[src/rtl/spram_arb_pkg.sv]
// rtl/spram_arb_pkg.sv - shared types and default widths for spram_arbiter
package spram_arb_pkg;

  typedef enum logic [1:0] {
    IDLE    = 2'b00,
    ISSUE   = 2'b01,
    RD_WAIT = 2'b10
  } state_t;

  localparam int DEF_ADDR_W = 4;
  localparam int DEF_DATA_W = 8;

endpackage

[src/rtl/spram_arbiter_rr_pick.sv]
// rtl/spram_arbiter_rr_pick.sv - combinational winner select (round-robin, or
// fixed lowest-index priority when SPRAM_ARB_FIXED_PRIO_EN is defined)
module rr_pick #(
  parameter int NUM_REQ = 2,
  parameter int IDX_W   = $clog2(NUM_REQ)
) (
  input  logic [NUM_REQ-1:0] valid,
`ifndef SPRAM_ARB_FIXED_PRIO_EN
  input  logic [IDX_W-1:0]   last_grant,
`endif
  output logic [NUM_REQ-1:0] grant,
  output logic [IDX_W-1:0]   idx,
  output logic               any
);

  always_comb begin
    idx = '0;
`ifdef SPRAM_ARB_FIXED_PRIO_EN
    for (int i = NUM_REQ - 1; i >= 0; i--) begin
      if (valid[i]) idx = IDX_W'(i);
    end
`else
    begin : rr_search
      logic found;
      int   k;
      found = 1'b0;
      k     = 0;
      // Walk from the requester after the last winner, wrapping around.
      for (int i = 1; i <= NUM_REQ; i++) begin
        k = (int'(last_grant) + i) % NUM_REQ;
        if (!found && valid[IDX_W'(k)]) begin
          found = 1'b1;
          idx   = IDX_W'(k);
        end
      end
    end
`endif
    any   = |valid;
    grant = any ? (NUM_REQ'(1) << idx) : '0;
  end

endmodule

[src/rtl/spram_arbiter.sv]
// rtl/spram_arbiter.sv - shares one single-port RAM among NUM_REQ requesters;
// SPRAM_ARB_FIXED_PRIO_EN selects strict priority instead of round-robin
module spram_arbiter
  import spram_arb_pkg::*;
#(
  parameter int NUM_REQ = 2,
  parameter int ADDR_W  = DEF_ADDR_W,
  parameter int DATA_W  = DEF_DATA_W
) (
  input  logic                      clk,
  input  logic                      rst,
  input  logic [NUM_REQ-1:0]        req_valid,
  output logic [NUM_REQ-1:0]        req_ready,
  input  logic [NUM_REQ-1:0]        req_we,
  input  logic [NUM_REQ*ADDR_W-1:0] req_addr,
  input  logic [NUM_REQ*DATA_W-1:0] req_wdata,
  output logic [NUM_REQ-1:0]        rsp_valid,
  output logic [DATA_W-1:0]         rsp_rdata,
  output logic                      ram_en,
  output logic                      ram_we,
  output logic [ADDR_W-1:0]         ram_addr,
  output logic [DATA_W-1:0]         ram_wdata,
  input  logic [DATA_W-1:0]         ram_rdata,
  output logic                      busy
);

  localparam int IDX_W = $clog2(NUM_REQ);

  state_t             state, state_next;
  logic [NUM_REQ-1:0] pick_grant;
  logic [IDX_W-1:0]   pick_idx;
  logic               pick_any;
  logic               handshake;

  logic [IDX_W-1:0]   cap_idx;
  logic               cap_we;
  logic [ADDR_W-1:0]  cap_addr;
  logic [DATA_W-1:0]  cap_wdata;

`ifndef SPRAM_ARB_FIXED_PRIO_EN
  logic [IDX_W-1:0]   last_grant;
`endif

  rr_pick #(
    .NUM_REQ(NUM_REQ),
    .IDX_W  (IDX_W)
  ) u_pick (
    .valid     (req_valid),
`ifndef SPRAM_ARB_FIXED_PRIO_EN
    .last_grant(last_grant),
`endif
    .grant     (pick_grant),
    .idx       (pick_idx),
    .any       (pick_any)
  );

  assign handshake = (state == IDLE) && pick_any && !rst;
  assign busy      = (state != IDLE);

  always_comb begin
    state_next = state;
    req_ready  = '0;
    ram_en     = 1'b0;
    ram_we     = 1'b0;
    ram_addr   = '0;
    ram_wdata  = '0;
    case (state)
      IDLE: begin
        if (handshake) begin
          req_ready  = pick_grant;
          state_next = ISSUE;
        end
      end
      ISSUE: begin
        // Reset suppresses the RAM access so an interrupted write never lands.
        if (!rst) begin
          ram_en    = 1'b1;
          ram_we    = cap_we;
          ram_addr  = cap_addr;
          ram_wdata = cap_wdata;
        end
        state_next = cap_we ? IDLE : RD_WAIT;
      end
      RD_WAIT: state_next = IDLE;
      default: state_next = IDLE;
    endcase
  end

  always_ff @(posedge clk) begin
    if (rst) begin
      state     <= IDLE;
      cap_idx   <= '0;
      cap_we    <= 1'b0;
      cap_addr  <= '0;
      cap_wdata <= '0;
      rsp_valid <= '0;
      rsp_rdata <= '0;
`ifndef SPRAM_ARB_FIXED_PRIO_EN
      last_grant <= IDX_W'(NUM_REQ - 1);
`endif
    end else begin
      state     <= state_next;
      rsp_valid <= '0;
      if (handshake) begin
        cap_idx   <= pick_idx;
        cap_we    <= req_we[pick_idx];
        cap_addr  <= req_addr[int'(pick_idx)*ADDR_W +: ADDR_W];
        cap_wdata <= req_wdata[int'(pick_idx)*DATA_W +: DATA_W];
`ifndef SPRAM_ARB_FIXED_PRIO_EN
        last_grant <= pick_idx;
`endif
      end
      if (state == RD_WAIT) begin
        rsp_valid <= NUM_REQ'(1) << cap_idx;
        rsp_rdata <= ram_rdata;
      end
    end
  end

endmodule

[config.mk]
export PLATFORM = sky130hd
export DESIGN_NAME = spram_arbiter
export DESIGN_NICKNAME = d
export VERILOG_FILES = /design/src/rtl/spram_arb_pkg.sv /design/src/rtl/spram_arbiter_rr_pick.sv /design/src/rtl/spram_arbiter.sv
export SDC_FILE = /design/constraint.sdc
export NUM_CORES = 1
export LEC_CHECK = 0
export BUFFER_PORTS_ARGS = -buffer_cell sky130_fd_sc_hd__buf_2
export CORE_MARGIN = 4
export CORE_UTILIZATION = 35
export DETAILED_ROUTE_END_ITERATION = 8
export GPL_TIMING_DRIVEN = 0
export PLACE_DENSITY_LB_ADDON = 0.08
export SLEW_MARGIN = 10
export SYNTH_ARGS = -nofsm -noshare
export SYNTH_HDL_FRONTEND = slang
export SYNTH_SLANG_ARGS = --single-unit
[constraint.sdc]
create_clock -name clk -period 2.9 [get_ports clk]
set_input_delay 0.87 -clock clk [delete_from_list [all_inputs] [get_ports clk]]
set_output_delay 0.87 -clock clk [all_outputs]
set_load 0.03 [all_outputs]
Yosys cells after proc, flatten, opt, wreduce, memory -nomap -nowiden --
Cells that the tools add are included. W data, S select, Z words.
Word-level totals: register bits after elaboration 27, input port bits 38, output and inout port bits 27, word-level logic and storage cells 53
Cells by class: $add $sub $neg 2, magnitude comparators 3, equality and inequality tests 3, shift operators 4, multiplexer cells 23, bitwise operators 1, reductions and logical operators 9
Operators with widths (count):
- $mux W8 | 2
- $shiftx A16 B5 Y8 | 1
- $mux W1 | 13
- $mux W2 | 5
- $mux W4 | 2
- $shiftx A8 B4 Y4 | 1
- $lt A1 B3 Y1 const B | 2
- $pmux W2 S2 | 1
- $reduce_or A2 Y1 | 2
- $shl A1 B1 Y2 const A | 2
- $logic_and A1 B1 Y1 | 3
- $add A1 B1 Y1 const B | 2
- $eq A2 B1 Y1 const B | 1
- $eq A2 B2 Y1 const B | 1
- $logic_not A1 Y1 | 2
- $logic_not A2 Y1 | 1
- $lt A1 B2 Y1 const B | 1
- $ne A2 B2 Y1 const B | 1
- $reduce_bool A2 Y1 | 1
- $not A1 Y1 | 1

Longest topological paths before layout --
depth after elaboration 12, gate-level depth with buffers 5

By module --
A second synthesis with hierarchy kept.
Second synthesis, totals: cells, all modules 134, area, all modules 1280.0 µm²
Modules (own cells, without submodules):
- spram_arbiter | instances 1, cells each 130, area each 1244.9 µm², seq. area each 540.5 µm²
- rr_pick | instances 1, cells each 4, area each 35.0 µm², seq. area each 0.0 µm²

Worst setup path before layout --
OpenSTA, ideal clock, no wires.
path kind input port to output port, from input port rst, to output port ram_addr[0], arrival time 2.017 ns, required time 2.030 ns, setup slack 0.013 ns, stages on the path 3, path buffers 1, cell sequence nor3b_1 -> clkbuf_1 -> and2_1
Between the ends: word-level cells in the longest chain between the ends 2
Ends and longest elaborated chain:
- start: declaration | line spram_arbiter.sv:11 | input logic rst,
- $mux W4 | line spram_arbiter.sv:76 | if (!rst) begin
- $mux W4 | line spram_arbiter.sv:67 | case (state)
- end: declaration | line spram_arbiter.sv:21 | output logic [ADDR_W-1:0] ram_addr,
Every way passes these cells.

Worst setup path in the final report --
from input port rst, to output port req_ready[0]
Between the ends: word-level cells in the longest chain between the ends 4
Ends and longest elaborated chain:
- $logic_not A1 Y1
- $logic_and A1 B1 Y1 | line spram_arbiter.sv:57 | assign handshake = (state == IDLE) && pick_any && !rst;
- $mux W2 | line spram_arbiter.sv:69 | if (handshake) begin
- $mux W2 | line spram_arbiter.sv:67
- end: declaration | line spram_arbiter.sv:13 | output logic [NUM_REQ-1:0] req_ready,
Every way passes these cells.

==> impl_results.md <==
* ANT nets after route at 0
* Power share of the combinational group at 0.228
* Final Util at 0.488
* CTS buffer count at 3
* Post-Synthesis Cells at 117
* Clock Skews at roughly 0.004 ns
* Worst slack at placement at -0.194 ns
* Vias per Instance at 4.52
* H-tree depth at 1
* Final cycle utilization of the critical path at 0.978
* Height of the chip at 66.8 um
* Area post-placement at between 1500 and 2000 um^2
* Critical Path RT at 2.03 ns
* Setup violators final at 0
* CP top delay family: buffers and inverters
* # port buffers at 64
* Startpoint Class: input pin
* Most frequent cells in the layout: 65 x buf_2, 27 x dfxtp_1, 16 x nand2_1
* Power Density at around 460 nW/um^2
* Min Tclk post-route at 2.84 ns
* Die width at 66.8 um
* Vias post-DR at 1,044
* Max Root-Sink Buffers at 2
* Fin nets at 224
* Routed wire length at 2790 um
* Layout area overhead at 34.7%
* # DRC at 0
* Mean Syn Cell Area at 10.3 um^2
* Average wire per standard cell at 12.1 um
* Yosys Warn Count at 0
* CP Cell Sequence: buf_2, or3_1, buf_6, buf_12, nor2_2, buf_2
* Clock slew at reported path FFs at 0.14 ns
* Worst-Margin Slew at between 0.4 and 0.5 ns
* Fin. max-slew vios at 0
* Register area share after synthesis at 0.447
* Largest stage delay, worst path at 0.38 ns
* Fin worst setup slack at 0.0646 ns
* Number of synthesized register bits at 27
* CTS sink cnt at 27
* NetSw at ~0.22 mW
* Final Instance Count excl. Fillers at 231
* WP buf/inv at 4
* Hold Fails Final Rpt at 0
* RSZ-0062 raised after global routing: false
* Row count at 21
* Sequential Power Share at 0.554
* N_diodes at 0
* Gr usage total at 0.128
* Placer Congestion at 0.740
* Die area at 4460 um^2
* First-pass GRT wire length at 4310 um
* Overall power consumption at 0.751 mW
* Hold_ws at 0.444 ns
* Worst min path class: flop to flop
* Commonest non-fill, non-tap cell in the layout: buf_2
* Number of global-route vias before repair at 968
* DRT iter0 DRCs at 30
* DPL Wire Length at around 2100 um
* Maxcap violations at 0
* CTS tree: built
* Endpoint class of the critical path: output port
* Root buffer cell: clkbuf_4
* Switching Share at 0.295
* Detailed Routing Iterations Pass 1 at 3
* Largest net degree at the start of global routing at 17
* Post-Syn Area at around 1200 um^2
* Crit Path Max Fanout at 10
* Placed Cells at about 230
* Leak Pwr at 0.766 nW
* Post-route cell area at 1630 um^2
* Share of post-route cells with drive strength above 1 at 0.465
* Fmax at 353 MHz
* CTS Hold Bufs at 0
* CP dominant cell by count: buf_2
* CP max stage cell: or3_1
* Initial Util at 0.362
* Synth cell types at 25
* Antenna violations before repair at 0
* Maximum vdd ir drop at 0.199 mV
* Slew headroom at 0.721
* Net Count, Synth at 155
* Setup TNS at 0 ns
* Placeable Area at between 3000 and 4000 um^2
* CP Class: input pin to output port
* Critical path arrival at 1.97 ns
* Status: finished clean
* Int Power at 0.530 mW
* Worst skew pair latency at between 0.3 and 0.4 ns
* Overflow after GRT at 0
* Boundary pin count at between 60 and 70
* Clock Power Share at 0.217
per-layer routing:
| layer | vias to the layer above | routed length, um | global-route usage |
|---|---|---|---|
| li1 | 538 | - | - |
| met1 | 472 | 1210 | 0.153 |
| met2 | 32 | 1400 | 0.222 |
| met3 | 2 | 163 | 0.0253 |
| met4 | 0 | 14 | 0.0533 |
| met5 | - | 0 | 0 |
timing repair:
action,in CTS,in global routing
resized for setup,3,1
buffers inserted,0,0
cloned,0,0
endpoints found under the setup margin,11,1
logic make-up after synthesis:
family          count (synthesis)  synth area share
simple gates                   41             0.180
flops                          27             0.447
compound gates                 24             0.205
mux                            13             0.108
buf+inv                        12            0.0600
power groups by stage:
stage,Combinational (mW),Clock [mW],Sequential [mW]
after detailed placement,0.172,0,0.424
after floorplan,0.109,0,0.430
after global placement,0.169,0,0.423
after global routing,0.188,0.187,0.420
final,0.171,0.163,0.416
after CTS,0.174,0.177,0.417
registers in the layout (all words and copies together), names as in the netlist:
name,cells
state,2
cap_idx,1
rsp_rdata,8
cap_we,1
rsp_valid,2
last_grant,1
cap_addr,4
cap_wdata,8
synthesized netlist by cell type (all sizes together):
library cell	n	area share
dfxtp	27	0.45
a2bb2oi	1	0.0072
a22o	1	0.0072
nor2b	3	0.016
buf	5	0.038
mux2i	13	0.11
nand2	16	0.050
o2bb2ai	13	0.15
and3	1	0.0052
nor3b	1	0.0062
or2	1	0.0072
o21a	1	0.0062
clkbuf	4	0.012
and2	14	0.072
or2b	1	0.0062
nor3	1	0.0041
nor2	2	0.0083
or3	1	0.0052
inv	3	0.0093
a21oi	8	0.033
area by class of cell:
cell class	count	area (um^2)
plain buffers	9	67.6
clock buffers	3	22.5
clock inverters	1	7.51
fillers	352	1710
inverters	3	11.3
multi-input cells	78	601
flip-flops and latches	27	541
well taps	46	57.6
repair buffers	64	320
final timing paths:
check                 from      endpoint  slack (ns)  depth (start not counted)
setup / recovery       rst  req_ready[0]        0.06                          6
hold / removal      cap_we      state[1]        0.44                          1
setup reg to reg  state[1]  cap_wdata[3]        1.47                          5
hold reg to reg     cap_we      state[1]        0.44                          1
Note: power is estimated with default switching activity, not from simulation.
